[src/rtl/mem_arbiter_if.sv]
// rtl/mem_arbiter_if.sv - fetch, data and memory-side signal bundle for mem_arbiter
interface mem_arbiter_if #(
    parameter int ADDR_W = 32,
    parameter int DATA_W = 32
);
    logic              if_req;
    logic [ADDR_W-1:0] if_addr;
    logic              if_gnt;
    logic              if_valid;
    logic [DATA_W-1:0] if_rdata;

    logic              dm_req;
    logic              dm_rw;
    logic [ADDR_W-1:0] dm_addr;
    logic [DATA_W-1:0] dm_wdata;
    logic [1:0]        dm_size;
    logic              dm_gnt;
    logic              dm_valid;
    logic [DATA_W-1:0] dm_rdata;

    logic              mem_en;
    logic              mem_rw;
    logic [ADDR_W-1:0] mem_addr;
    logic [DATA_W-1:0] mem_wdata;
    logic [1:0]        mem_size;
    logic [DATA_W-1:0] mem_rdata;

    modport slave (
        input  if_req, if_addr, dm_req, dm_rw, dm_addr, dm_wdata, dm_size, mem_rdata,
        output if_gnt, if_valid, if_rdata, dm_gnt, dm_valid, dm_rdata,
        output mem_en, mem_rw, mem_addr, mem_wdata, mem_size
    );

    modport master (
        output if_req, if_addr, dm_req, dm_rw, dm_addr, dm_wdata, dm_size, mem_rdata,
        input  if_gnt, if_valid, if_rdata, dm_gnt, dm_valid, dm_rdata,
        input  mem_en, mem_rw, mem_addr, mem_wdata, mem_size
    );
endinterface

[src/rtl/mem_arbiter.sv]
// rtl/mem_arbiter.sv - fetch/data arbiter for one fixed-latency memory, data priority with starvation guard
// Optional MEM_ARB_PERF_EN adds perf_if_wait, perf_dm_wait and perf_busy counters.
module mem_arbiter #(
    parameter int ADDR_W     = 32,
    parameter int DATA_W     = 32,
    parameter int MEM_LAT    = 2,
    parameter int STARVE_MAX = 4
) (
    input  logic        clock,
    input  logic        reset,
`ifdef MEM_ARB_PERF_EN
    output logic [31:0] perf_if_wait,
    output logic [31:0] perf_dm_wait,
    output logic [31:0] perf_busy,
`endif
    mem_arbiter_if.slave bus
);
    localparam logic [3:0] LAT_INIT   = 4'(MEM_LAT);
    localparam logic [3:0] STARVE_LIM = 4'(STARVE_MAX);

    typedef enum logic [1:0] {IDLE, BUSY_IF, BUSY_DM} state_t;

    state_t            state;
    logic [3:0]        lat_cnt;
    logic [3:0]        starve_cnt;
    logic              if_valid_q;
    logic              dm_valid_q;
    logic [DATA_W-1:0] if_rdata_q;
    logic [DATA_W-1:0] dm_rdata_q;
    logic              arb_ok;
    logic              if_win;
    logic              dm_win;
    logic              dm_load_done;
    logic [ADDR_W-1:0] win_addr;

    // Arbitration also runs in the completion cycle so a new issue lands right after valid.
    assign arb_ok       = (state == IDLE) || (lat_cnt == 4'd0);
    assign if_win       = arb_ok && bus.if_req && (!bus.dm_req || starve_cnt == STARVE_LIM);
    assign dm_win       = arb_ok && bus.dm_req && !if_win;
    assign win_addr     = if_win ? bus.if_addr : bus.dm_addr;
    assign dm_load_done = dm_valid_q && !bus.mem_rw;

    // Memory data arrives in the valid cycle itself; it is passed through then and held afterwards.
    assign bus.if_valid = if_valid_q;
    assign bus.dm_valid = dm_valid_q;
    assign bus.if_rdata = if_valid_q   ? bus.mem_rdata : if_rdata_q;
    assign bus.dm_rdata = dm_load_done ? bus.mem_rdata : dm_rdata_q;

    always_ff @(posedge clock or negedge reset) begin
        if (!reset) begin
            state         <= IDLE;
            lat_cnt       <= '0;
            starve_cnt    <= '0;
            if_valid_q    <= 1'b0;
            dm_valid_q    <= 1'b0;
            if_rdata_q    <= '0;
            dm_rdata_q    <= '0;
            bus.if_gnt    <= 1'b0;
            bus.dm_gnt    <= 1'b0;
            bus.mem_en    <= 1'b0;
            bus.mem_rw    <= 1'b0;
            bus.mem_addr  <= '0;
            bus.mem_wdata <= '0;
            bus.mem_size  <= '0;
        end else begin
            bus.if_gnt <= if_win;
            bus.dm_gnt <= dm_win;
            bus.mem_en <= if_win || dm_win;
            if_valid_q <= (state == BUSY_IF) && (lat_cnt == 4'd1);
            dm_valid_q <= (state == BUSY_DM) && (lat_cnt == 4'd1);
            if (if_valid_q)
                if_rdata_q <= bus.mem_rdata;
            if (dm_load_done)
                dm_rdata_q <= bus.mem_rdata;
            if (lat_cnt != 4'd0)
                lat_cnt <= lat_cnt - 4'd1;

            if (if_win || dm_win) begin
                state        <= if_win ? BUSY_IF : BUSY_DM;
                lat_cnt      <= LAT_INIT;
                bus.mem_addr <= win_addr;
                bus.mem_rw   <= dm_win && bus.dm_rw;
                bus.mem_size <= if_win ? 2'd2 : bus.dm_size;
                if (dm_win)
                    bus.mem_wdata <= bus.dm_wdata;
                if (if_win)
                    starve_cnt <= '0;
                else if (bus.if_req && starve_cnt != STARVE_LIM)
                    starve_cnt <= starve_cnt + 4'd1;
            end else if (arb_ok) begin
                state <= IDLE;
            end
        end
    end

`ifdef MEM_ARB_PERF_EN
    always_ff @(posedge clock or negedge reset) begin
        if (!reset) begin
            perf_if_wait <= '0;
            perf_dm_wait <= '0;
            perf_busy    <= '0;
        end else begin
            if (bus.if_req && !bus.if_gnt)
                perf_if_wait <= perf_if_wait + 32'd1;
            if (bus.dm_req && !bus.dm_gnt)
                perf_dm_wait <= perf_dm_wait + 32'd1;
            if (state != IDLE)
                perf_busy <= perf_busy + 32'd1;
        end
    end
`endif
endmodule

[src/flat_wrapper.sv]
// flat-port wrapper written by rule: the top's interface ports become plain ports
module mem_arbiter_flat 
#(
    parameter int ADDR_W     = 32,
    parameter int DATA_W     = 32,
    parameter int MEM_LAT    = 2,
    parameter int STARVE_MAX = 4
)
  (clock, reset, bus_if_req, bus_if_addr, bus_dm_req, bus_dm_rw, bus_dm_addr, bus_dm_wdata, bus_dm_size, bus_mem_rdata, bus_if_gnt, bus_if_valid, bus_if_rdata, bus_dm_gnt, bus_dm_valid, bus_dm_rdata, bus_mem_en, bus_mem_rw, bus_mem_addr, bus_mem_wdata, bus_mem_size);
  mem_arbiter_if #(.ADDR_W(ADDR_W), .DATA_W(DATA_W)) bus_i ();
  input  logic clock;
  input  logic reset;
  input wire logic [$bits(bus_i.if_req)-1:0] bus_if_req;
  input wire logic [$bits(bus_i.if_addr)-1:0] bus_if_addr;
  input wire logic [$bits(bus_i.dm_req)-1:0] bus_dm_req;
  input wire logic [$bits(bus_i.dm_rw)-1:0] bus_dm_rw;
  input wire logic [$bits(bus_i.dm_addr)-1:0] bus_dm_addr;
  input wire logic [$bits(bus_i.dm_wdata)-1:0] bus_dm_wdata;
  input wire logic [$bits(bus_i.dm_size)-1:0] bus_dm_size;
  input wire logic [$bits(bus_i.mem_rdata)-1:0] bus_mem_rdata;
  output wire logic [$bits(bus_i.if_gnt)-1:0] bus_if_gnt;
  output wire logic [$bits(bus_i.if_valid)-1:0] bus_if_valid;
  output wire logic [$bits(bus_i.if_rdata)-1:0] bus_if_rdata;
  output wire logic [$bits(bus_i.dm_gnt)-1:0] bus_dm_gnt;
  output wire logic [$bits(bus_i.dm_valid)-1:0] bus_dm_valid;
  output wire logic [$bits(bus_i.dm_rdata)-1:0] bus_dm_rdata;
  output wire logic [$bits(bus_i.mem_en)-1:0] bus_mem_en;
  output wire logic [$bits(bus_i.mem_rw)-1:0] bus_mem_rw;
  output wire logic [$bits(bus_i.mem_addr)-1:0] bus_mem_addr;
  output wire logic [$bits(bus_i.mem_wdata)-1:0] bus_mem_wdata;
  output wire logic [$bits(bus_i.mem_size)-1:0] bus_mem_size;
  assign bus_i.if_req = bus_if_req;
  assign bus_i.if_addr = bus_if_addr;
  assign bus_i.dm_req = bus_dm_req;
  assign bus_i.dm_rw = bus_dm_rw;
  assign bus_i.dm_addr = bus_dm_addr;
  assign bus_i.dm_wdata = bus_dm_wdata;
  assign bus_i.dm_size = bus_dm_size;
  assign bus_i.mem_rdata = bus_mem_rdata;
  assign bus_if_gnt = bus_i.if_gnt;
  assign bus_if_valid = bus_i.if_valid;
  assign bus_if_rdata = bus_i.if_rdata;
  assign bus_dm_gnt = bus_i.dm_gnt;
  assign bus_dm_valid = bus_i.dm_valid;
  assign bus_dm_rdata = bus_i.dm_rdata;
  assign bus_mem_en = bus_i.mem_en;
  assign bus_mem_rw = bus_i.mem_rw;
  assign bus_mem_addr = bus_i.mem_addr;
  assign bus_mem_wdata = bus_i.mem_wdata;
  assign bus_mem_size = bus_i.mem_size;
  mem_arbiter #(.ADDR_W(ADDR_W), .DATA_W(DATA_W), .MEM_LAT(MEM_LAT), .STARVE_MAX(STARVE_MAX)) u_core (.clock(clock), .reset(reset), .bus(bus_i));
endmodule
[config.mk]
export PLATFORM = sky130hd
export DESIGN_NAME = mem_arbiter_flat
export DESIGN_NICKNAME = d
export VERILOG_FILES = /design/src/rtl/mem_arbiter_if.sv /design/src/rtl/mem_arbiter.sv /design/src/flat_wrapper.sv
export SDC_FILE = /design/constraint.sdc
export NUM_CORES = 1
export LEC_CHECK = 0
export CORE_MARGIN = 2
export CORE_UTILIZATION = 42
export CTS_BUF_LIST = sky130_fd_sc_hd__clkbuf_16
export DETAILED_ROUTE_END_ITERATION = 12
export GPL_ROUTABILITY_DRIVEN = 0
export HOLD_SLACK_MARGIN = 0.03
export PLACE_DENSITY_LB_ADDON = 0.25
export RECOVER_POWER = 25
export SLEW_MARGIN = 0
export SYNTH_ARGS = -nofsm -noshare
export SYNTH_HDL_FRONTEND = slang
export SYNTH_SLANG_ARGS = --single-unit
[constraint.sdc]
create_clock -name clock -period 2.2 [get_ports clock]
set_input_delay 0.44 -clock clock [delete_from_list [all_inputs] [get_ports clock]]
set_output_delay 0.44 -clock clock [all_outputs]
set_load 0.05 [all_outputs]
* Word level (Yosys, flattened, before mapping) *
Index checks and enable logic that the tools add are counted.
W data, S select, Z words.

storage, ports and cells
  register bits after elaboration = 146
  logic and storage cells = 55
  output and inout port bits = 136

operators by class
  add/subtract/negate cells = 2
  mux-type cells = 11
  reductions and logical operators = 23
  equality and inequality tests = 5

operators with widths
  kind                   number
  $mux W32               3
  $mux W4                4
  $logic_and A1 B1 Y1    9
  $mux W2                4
  $reduce_bool A2 Y1     3
  $add A4 B1 Y4 const B  1
  $eq A4 B1 Y1 const B   1
  $eq A4 B3 Y1 const B   1
  $logic_not A4 Y1       1
  $ne A4 B3 Y1 const B   1
  $reduce_and A2 Y1      2
  $reduce_bool A4 Y1     1
  $sub A4 B1 Y4 const B  1
  $logic_not A1 Y1       3
  $logic_or A1 B1 Y1     3
  $eq A2 B1 Y1 const B   1
  $eq A2 B2 Y1 const B   1
  $logic_not A2 Y1       1

* Longest topological paths before layout *
  depth after elaboration = 8
  gate-level depth with buffers = 7

* Worst setup path after synthesis *
OpenSTA, ideal clock, no wires.

  kind = register to output
  from = reg u_core.bus.mem_rw
  to = out bus_dm_rdata[5]
  stages on the path, launching flop included = 5
  path buffers = 2
  data arrival time = 1878 ps
  data required time = 1760 ps
  path slack = -118 ps
  cells stage by stage = dfrtp_1 -> nand2b_1 -> clkbuf_1 -> buf_1 -> mux2_1

on the way
  longest elaborated chain between the ends = 3

ends and longest elaborated chain
  item                    RTL line              RTL
  start, declared         mem_arbiter_if.sv:31  output mem_en, mem_rw, mem_addr, mem_wdata, mem_size
  start signal, assigned  mem_arbiter.sv:82     bus.mem_rw <= dm_win && bus.dm_rw;
  $logic_not A1 Y1        mem_arbiter.sv:41     assign dm_load_done = dm_valid_q && !bus.mem_rw;
  $logic_and A1 B1 Y1     mem_arbiter.sv:41
  $mux W32                mem_arbiter.sv:47     assign bus.dm_rdata = dm_load_done ? bus.mem_rdata : dm_rdata_q;
  end, declared           flat_wrapper.sv:26    output wire logic [$bits(bus_i.dm_rdata)-1:0] bus_dm_rdata;

No other way between the ends.

* Worst setup path in the final report *
  from = reg u_core.bus.mem_rw
  to = out bus_dm_rdata[28]

Same word-level chain as after synthesis.

==> out/results.ini <==
[placed_design]
place_inst = 868
hpwl_um = 12800
io_buffer_count = 270
place_ws_ps = 118

[sta]
tightest_slew_ps = 1030
min_period_over_period_pct = 98.9
post-route-min-period_ps = 2170
hold_viol_final = 0
setup_viol = 0
setup_slack_ps = 25.1
fin_skew_ps = 7.08
rsz0062_at_grt = true
fmax_mhz = 460
relSlewSlack_pct = 31.1
slew_viol_final = 0
whs_ps = 484
setup_tns_ps = 0

[logic_synthesis]
yosysTopAreaCell = dfrtp_1
synthCells = 433
synth_area_um2 = 6090
ys_ff_latch = 146
yosysWarnings = 0
yosysTopAreaCellShare_pct = 59.9
yosys.cell_types.count = 40
synth.yosys.seq_area_share_pct = 59.9
ys.flop_type = dfrtp_1
synth-edff-count = 0
synthArstFlopShare_pct = 100
synth.area.top_cells = dfrtp_1 60%, mux2_2 12%, mux2_1 5.4%
syn_nets = 573
postSynthAreaPerCell_um2 = 14.1

[run_status]
status = finished, final reports clean

[floorplan]
die_area_um2 = 15500
start_util_pct = 42.4
core_region_area_um2 = 14400
chipHeight_um = 124
die_width_um = 124
ios = 271
core.rowCount = 44

[clock_network]
h-tree-depth = 4
cts_buffers = 17
cts.sinks = 146
cts_tree = done
path_clk_slew_ps = 60
clockBufferDepth = 2
clk_latency_ps = 420
root_buffer = clkbuf_16

[finish]
areaGrowthSynthToFinish_pct = 70.7
drive_above_1_share_pct = 22.6
mostFrequentLayoutCell = clkdlybuf4s50_1
multi_input_area_um2 = 2160
nNetsFinal = 848
num-fill-cells = 943
layout_common_cells = 204 x clkdlybuf4s50_1, 145 x dfrtp_1, 71 x buf_12
stdcell_count = 906
seqCellArea_um2 = 3650

[route]
postRouteAntennaNets = 0
vias = 4823
drtIter0Drc = 206
vias_per_cell = 5.32
wl_um = 18000
wire_per_inst_um = 19.9
drc_errors = 0
dr.pass1.iters = 4

[global_routing]
antenna_found_initial = 1
gr-total-overflow = 0
grt_max_degree = 60
grt_pass1_vias = 5099
grt_first_pass_wirelength_um = 28400
grt_usage_pct = 23.6

[worst_hold_path]
min_path_cells = 1
hold_path.class = flop to flop

[power_and_ir_drop]
power_density_nw_per_um2 = 1870
max-vdd-ir-drop_mv = 1.30
total_power_mw = 19.4
p_leak_nw = 4.50

[worst_setup_path]
r2r_cells = 5
cp-start-kind = flop
cp.required_ps = 1760
critPathCaptureType = primary output
worst-path-max-fanout = 8
cp.arrival_ps = 1730
crit_type = flop to primary output

[run]
max_cap_viol_count = 0

kinds of logic after synthesis:
| family | count (synthesis) | synth area share [%] |
|---|---|---|
| AO/OA/AOI/OAI | 80 | 12.7 |
| XOR/XNOR | 3 | 0.431 |
| adder cells (fa/ha/maj) | 5 | 1.03 |
| buffers and inverters | 74 | 5.13 |
| flip-flops | 146 | 59.9 |
| multiplexers | 97 | 17.9 |
| AND/OR/NAND/NOR | 28 | 2.83 |
per-stage QoR:
stage	area (um^2)	utilization (%)
after global placement	9710	67.6
after detailed placement	9710	67.6
final	10400	72.4
after floorplan	6100	-
after global routing	10400	72.4
after CTS	10400	72.0
timing repair:
item,4_1_cts,5_1_grt
cloned,1,1
hold buffers,1,0
endpoints found under the hold margin,39,0
setup endpoints to repair,32,15
setup buffers,0,2
resized for setup,3,4
synthesized netlist by cell type (2+ instances only):
library cell and instances:
inv_1 38, o2111ai_1 33, or2_2 2, inv_2 3, clkbuf_1 14, o211ai_1 2, o221a_2 3, dfrtp_1 146
nand2_1 4, ha_1 5, xnor2_1 2, nor2_1 5, nand3_1 2, o221a_1 29, nor3b_1 2, a22o_1 3
buf_6 3, o22ai_1 2, nor2b_1 2, buf_1 6, nand2b_1 3, nor3_1 2, o21ai_0 2, mux2_2 67
mux2_1 29, buf_2 10
final cells by class:
cell class,instances,area share (%)
clock inverters,15,1.67
multi-input cells,213,20.7
flip-flops and latches,146,35.1
inverters,41,1.48
repair buffers,289,34.7
well taps,184,2.21
clock buffers,17,4.09
diodes,1,0.0241
flip-flops by register name, indices dropped and copies added (netlist names):
register	count
u_core.bus.mem_en	1
u_core.bus.if_valid	1
u_core.bus.mem_addr	32
u_core.dm_rdata_q	32
u_core.state	2
u_core.starve_cnt	4
u_core.bus.mem_wdata	32
u_core.bus.mem_size	2
u_core.bus.if_gnt	1
u_core.bus.dm_valid	1
u_core.if_rdata_q	32
u_core.bus.mem_rw	1
u_core.lat_cnt	4
u_core.bus.dm_gnt	1
power breakdown:
group | leakage (nW) | total, mW | internal [mW] | switching (mW)
registers | 1.74 | 4.59 | 3.97 | 0.624
logic | 2.47 | 11.9 | 5.02 | 6.87
clock network | 0.299 | 2.95 | 1.87 | 1.09
metal layers:
metal | GRT usage [%] | routed length (um) | vias to the layer above
met5 | 0 | 0 | -
met4 | 8.99 | 357 | 0
met3 | 5.58 | 1130 | 23
met2 | 40.0 | 9110 | 251
met1 | 29.4 | 7410 | 2410
li1 | - | - | 2139
path summary, 6_finish.rpt:
path | from | slack [ps] | to
min in group asynchronous | reset | 740 | u_core.dm_rdata_q[27]
worst min register to register | u_core.bus.mem_wdata[24] | 480 | u_core.bus.mem_wdata[24]
worst max register to register | u_core.lat_cnt[0] | 160 | u_core.bus.mem_addr[1]
worst min-delay path | u_core.bus.mem_wdata[24] | 480 | u_core.bus.mem_wdata[24]
max in group asynchronous | reset | 580 | u_core.if_rdata_q[27]
worst max-delay path | u_core.bus.mem_rw | 30 | bus_dm_rdata[28]
critical path: stages, from the launching register on:
cell       delay (ps)
dfrtp_2           380
nand2b_4          200
clkbuf_16         190
mux2_2            380
buf_12            160
(Power assumes the default switching activity.)
==> RTL change 1, RTL diff (same flow settings) <==
`DATA_W` is set to 32 in 3 places; all go to 64.
--- a/src/rtl/mem_arbiter_if.sv
+++ b/src/rtl/mem_arbiter_if.sv
@@ -1,7 +1,7 @@
 // rtl/mem_arbiter_if.sv - fetch, data and memory-side signal bundle for mem_arbiter
 interface mem_arbiter_if #(
     parameter int ADDR_W = 32,
-    parameter int DATA_W = 32
+    parameter int DATA_W = 64
 );
     logic              if_req;
     logic [ADDR_W-1:0] if_addr;
--- a/src/rtl/mem_arbiter.sv
+++ b/src/rtl/mem_arbiter.sv
@@ -2,7 +2,7 @@
 // Optional MEM_ARB_PERF_EN adds perf_if_wait, perf_dm_wait and perf_busy counters.
 module mem_arbiter #(
     parameter int ADDR_W     = 32,
-    parameter int DATA_W     = 32,
+    parameter int DATA_W     = 64,
     parameter int MEM_LAT    = 2,
     parameter int STARVE_MAX = 4
 ) (
--- a/src/flat_wrapper.sv
+++ b/src/flat_wrapper.sv
@@ -2,7 +2,7 @@
 module mem_arbiter_flat 
 #(
     parameter int ADDR_W     = 32,
-    parameter int DATA_W     = 32,
+    parameter int DATA_W     = 64,
     parameter int MEM_LAT    = 2,
     parameter int STARVE_MAX = 4
 )
Interface: changed (5 resized); port bits go from 271 to 431. No check against the original RTL was run, so the function may have changed too.
==> RTL change 1 against the unedited design <==
The run now ends with negative setup slack left. Sequential cell count up 96. Power up 59%. Design area up 57%. Setup slack worse by 0.13 ns. Global-route usage hardly changed. Routed wire length rose by 76%. Synthesized area is 59% higher. Synthesized cell count grew 47%. Critical endpoint is now bus_dm_rdata[35].
==> RTL change 1: results (changes against the unedited design) <==
Parameter                              Value

Synth
  Portion of the post-synthesis area used by sequential elements ... 62.66% (+2.7 points)
  Number of nets in the synthesized netlist ... 839 (+46%)
  Post-synthesis cell type count ... 43 (+7.5%)
  Top post-synthesis cells by count ... 242 x dfrtp_1, 178 x mux2_2, 39 x inv_1, 33 x o2111ai_1, 29 x o221a_1

Run status
  Status ... complete, but fails checks
  Violated checks ... negative setup slack

Worst setup path
  Worst path top cell family by delay ... buffers and inverters
  Slowest library cell on the worst path ... mux2_2
  Reg2reg setup slack ... 0.25 ns (+0.09 ns)
  Timing endpoint of the critical path ... bus_dm_rdata[35]
  Cells on worst reg2reg path ... 7 (+2)
  Data arrival time of the critical path ... 1.87 ns (+0.14 ns)
  Worst r2r dst ... u_core.bus.mem_addr[9]
  Critical Path Fanout Max ... 11 (+3)

Timing
  Post-route setup slack ... -0.1052 ns (-0.1304 ns)
  Worst clock skew ... 0.02466 ns (+0.01759 ns)
  Sum Neg Setup Slack ... -6.481 ns (-6.481 ns)
  Max transition margin ... 35.27% (+4.2 points)
  Number of setup violations in the final report ... 118 (+118)

Cells and area
  Filler cell count ... 1,507 (+60%)
  Share of layout cells above drive strength 1 ... 36.66% (+14 points)
  Diodes inserted ... 0 (-1)
  Combined area of the multi-input logic cells ... 3505 um^2 (+62%)
  Final layout net count ... 1,317 (+55%)

Power and ir drop
  Clock network power share ... 13.8% (-1.4 points)
  Switch Pwr ... 14,360 uW (+67%)
  Combinational cell fraction of total power ... 61.6% (+0.4 points)
  Fraction of power spent switching nets ... 46.38% (+2.2 points)
  Peak supply drop ... 1.037 mV (-21%)
  Leakage power ... 0.007301 uW (+62%)

Drt
  Met2 WL ... 16.78 mm (+84%)
  Total met3 wirelength after detailed routing ... 2.420 mm (+110%)
  Total number of vias ... 7,315 (+52%)
  DR iter-0 viols ... 350 (+70%)
  Wire length on met1 ... 11.57 mm (+56%)
  Wirelength per Cell ... 22.40 um (+13%)

GRT
  Global-route met1 utilization ... 26.74% (-2.7 points)
  Number of global-route vias before repair ... 7,807 (+53%)
  Met3 usage ... 7.056% (+1.5 points)
  Initial antenna violation count ... 0 (-1)
  Pin count of the biggest net entering global routing ... 69 (+15%)
  Met2 track demand over resource in global routing ... 42.48% (+2.5 points)
  Wire length of the first global-routing pass ... 44.57 mm (+57%)

Place
  Worst setup timing slack at the placement stage ... 0.1200 ns (+0.001602 ns)
  Number of port buffers ... 430 (+59%)
  Cell area after placement ... 14,300 um^2 (+47%)
  Dpl hpwl ... 20.29 mm (+59%)

Clock tree
  Maximum clock insertion buffer count ... 3 (+1)
  Clock latency on the worst-skew pair ... 0.53 ns (+0.11 ns)
==> RTL change 1: what timing repair did <==
| action | CTS | global route |
|---|---|---|
| endpoints found under the setup margin | 127 | 137 |
| resized for setup | 105 | 146 |
| endpoints found under the hold margin | 59 | 0 |
| hold buffers | 1 | 0 |
| gates cloned | 6 | 3 |
| setup buffers | 13 | 18 |
==> RTL change 1: how the worst min path moves through the flow <==
stage,start,to,slack (ns)
6_report,u_core.bus.mem_wdata[38],u_core.bus.mem_wdata[38],0.49
5_1_grt,bus_dm_wdata[39],u_core.bus.mem_wdata[39],0.50
4_1_cts,bus_dm_wdata[45],u_core.bus.mem_wdata[45],0.48
3_5_place_dp,reset,u_core.if_rdata_q[16],0.46
3_3_place_gp,reset,u_core.if_rdata_q[16],0.45
2_1_floorplan,reset,u_core.bus.dm_gnt,0.14
==> RTL change 1: cell type report <==
| cell class | count | area share, % |
|---|---|---|
| clock inverter | 21 | 1.089 |
| tap | 285 | 2.185 |
| sequential | 242 | 37.12 |
| multi-input combinational | 309 | 21.48 |
| inverter | 41 | 0.9431 |
| clock buffer | 26 | 3.987 |
| timing repair buffer | 493 | 33.20 |
==> RTL change 1: cell families (layout without fill, tap and decap cells) <==
kind of cell / Yosys count / in the layout / synth area share [%]
AOI/OAI and AO/OA: 80 / 80 / 8.092
muxes: 193 / 193 / 22.48
adders and majority gates: 5 / 5 / 0.6473
buffers and inverters: 84 / 581 / 3.975
xor gates and xnor gates: 3 / 3 / 0.2719
and+or+nand+nor: 28 / 28 / 1.877
DFF: 242 / 242 / 62.66
==> RTL change 1: worst register-to-register path: stages, from the launching register on <==
cell and delay [ns]:
dfrtp_1 0.40, inv_1 0.12, ha_1 0.20, nor3b_4 0.21, buf_4 0.22, buf_4 0.32, o2111ai_1 0.20, o221a_1 0.15
==> RTL change 2, RTL diff (config.mk and constraints unchanged) <==
Made on the original files. Re-encode `state_t` (3 states) as one-hot, 3 bits wide.
--- a/src/rtl/mem_arbiter.sv
+++ b/src/rtl/mem_arbiter.sv
@@ -18,7 +18,7 @@
     localparam logic [3:0] LAT_INIT   = 4'(MEM_LAT);
     localparam logic [3:0] STARVE_LIM = 4'(STARVE_MAX);
 
-    typedef enum logic [1:0] {IDLE, BUSY_IF, BUSY_DM} state_t;
+    typedef enum logic [2:0] {IDLE = 3'b001, BUSY_IF = 3'b010, BUSY_DM = 3'b100} state_t;
 
     state_t            state;
     logic [3:0]        lat_cnt;
Check against the original RTL: same outputs for any inputs over 4 cycles, from zero or initial values and one cycle with reset low; so few cycles prove little.
==> RTL change 2 against the unedited design <==
Hold slack hardly changed. Power fell by 4.7%. Die area shrank 4.1%. Non-clock buffer count decreased by 4. Setup slack improved by 0.045 ns. Routed wire length decreased by 6.0%. Sequential cell count rose by 1. Utilization grew 1.1 points. Design area fell by 3.0%. Synthesized area down 4.2%. First-iteration DRC count is 24% lower. Largest power group unchanged.
==> RTL change 2: results (changes against the unedited design) <==
Parameter                              Value

Worst setup path
  Worst r2r dst ... u_core.bus.mem_wdata[0]
  Startpoint of the worst-slack reg-to-reg timing path ... u_core.starve_cnt[0]
  Worst setup path startpoint ... u_core.bus.dm_valid
  Timing endpoint of the critical path ... bus_dm_rdata[30]
  Reg2reg setup slack ... 0.14 ns (-0.02 ns)
  Data arrival time of the critical path ... 1.69 ns (-0.04 ns)
  Slowest library cell on the worst path ... dfrtp_1
  Cells on worst reg2reg path ... 7 (+2)
  Critical Path Fanout Max ... 15 (+7)

Drt
  DR iter-0 viols ... 156 (-24%)
  Total length of routed wires ... 16.93 mm (-6.0%)
  Vias per cell ... 5.091 (-4.4%)
  Total met3 wirelength after detailed routing ... 1.741 mm (+55%)
  Wire length on met1 ... 6.104 mm (-18%)
  Met2 WL ... 8.734 mm (-4.2%)

Synth
  Top post-synthesis cells by count ... 146 x dfrtp_1, 67 x mux2_2, 65 x o22a_1, 29 x mux2_1, 12 x clkbuf_1
  Post-synthesis cell count ... 392 (-9.5%)
  Post-synthesis cell type count ... 31 (-23%)
  Portion of the post-synthesis area used by sequential elements ... 63.06% (+3.1 points)
  Top area cells in the synthesized netlist ... dfrtp_1 63%, mux2_2 13%, o22a_1 9.8%, mux2_1 5.6%, ha_1 1.1%
  Number of nets in the synthesized netlist ... 532 (-7.2%)

Cells and area
  Diodes inserted ... 0 (-1)
  Post-route core utilization ... 73.54% (+1.1 points)
  Final layout net count ... 812 (-4.2%)
  Filler cell count ... 872 (-7.5%)
  Post-Layout Cell Count ... 865 (-4.5%)
  Share of layout cells above drive strength 1 ... 23.07% (+0.46 points)

GRT
  Global-route met1 utilization ... 25.19% (-4.2 points)
  Initial antenna violation count ... 0 (-1)
  Met3 usage ... 9.082% (+3.5 points)
  Met2 track demand over resource in global routing ... 40.26% (+0.27 points)
  Pin count of the biggest net entering global routing ... 61 (+1.7%)
  Total routing usage reported by global routing ... 23.03% (-0.58 points)
  Number of global-route vias before repair ... 4,797 (-5.9%)

Timing
  Slew Limit Fails ... 0 (unchanged)
  Final worst hold slack ... 0.4835 ns (-0.0002670 ns)
  Worst clock skew ... 0.005554 ns (-0.001525 ns)
  Final worst path period need ... 2.130 ns (-0.04520 ns)
  Max transition margin ... 55.53% (+24 points)

Place
  Worst setup timing slack at the placement stage ... -0.01289 ns (-0.1313 ns)
  # placed instances ... 832 (-4.1%)
  Dpl hpwl ... 12.81 mm (+0.43%)
  Cell area after placement ... 9455 um^2 (-2.6%)

Run status
  Status ... finished, final reports clean

Worst hold path
  Hold worst-path end ... u_core.bus.mem_wdata[15]
  Hold Startpoint ... u_core.bus.mem_wdata[15]

Power and ir drop
  Comb group ... 11,100 uW (-7%)
  Fraction of power spent switching nets ... 44.01% (-0.13 points)
  Leakage power ... 0.004339 uW (-3.7%)
  Peak supply drop ... 0.8584 mV (-34%)
  Clock network power share ... 15.6% (+0.4 points)
  Power in the clock group ... 2880 uW (-2%)
==> RTL change 2: changes by cell type in the layout (fill, tap and decap cells not counted), moves of 4 or more <==
cell and change:
inv_1 -31, mux2_2 +4, mux2_4 -4, nand2_1 +4
o2111ai_1 -33, o221a_1 -29, o22a_1 +64
==> RTL change 2: area by class of cell <==
class,instances,area share [%]
well taps,180,2.232
multi-input cells,211,19.87
clock buffers,17,4.216
inverters,10,0.4464
repair buffers,285,35.11
clock inverters,15,1.649
flip-flops and latches,147,36.48
==> RTL change 2: logic make-up after synthesis <==
group	after synthesis	share of synthesized area, %
flip-flops	147	63.06
buffers and inverters	34	2.723
AND/OR/NAND/NOR	28	2.873
XOR/XNOR	3	0.4503
adder cells (fa/ha/maj)	5	1.072
multiplexers	96	18.52
AO/OA/AOI/OAI	79	11.30
==> RTL change 2: repair_timing <==
action	CTS	global route
endpoints found under the setup margin	32	35
hold buffers	1	0
hold endpoints to repair	56	0
gates resized for setup	3	6
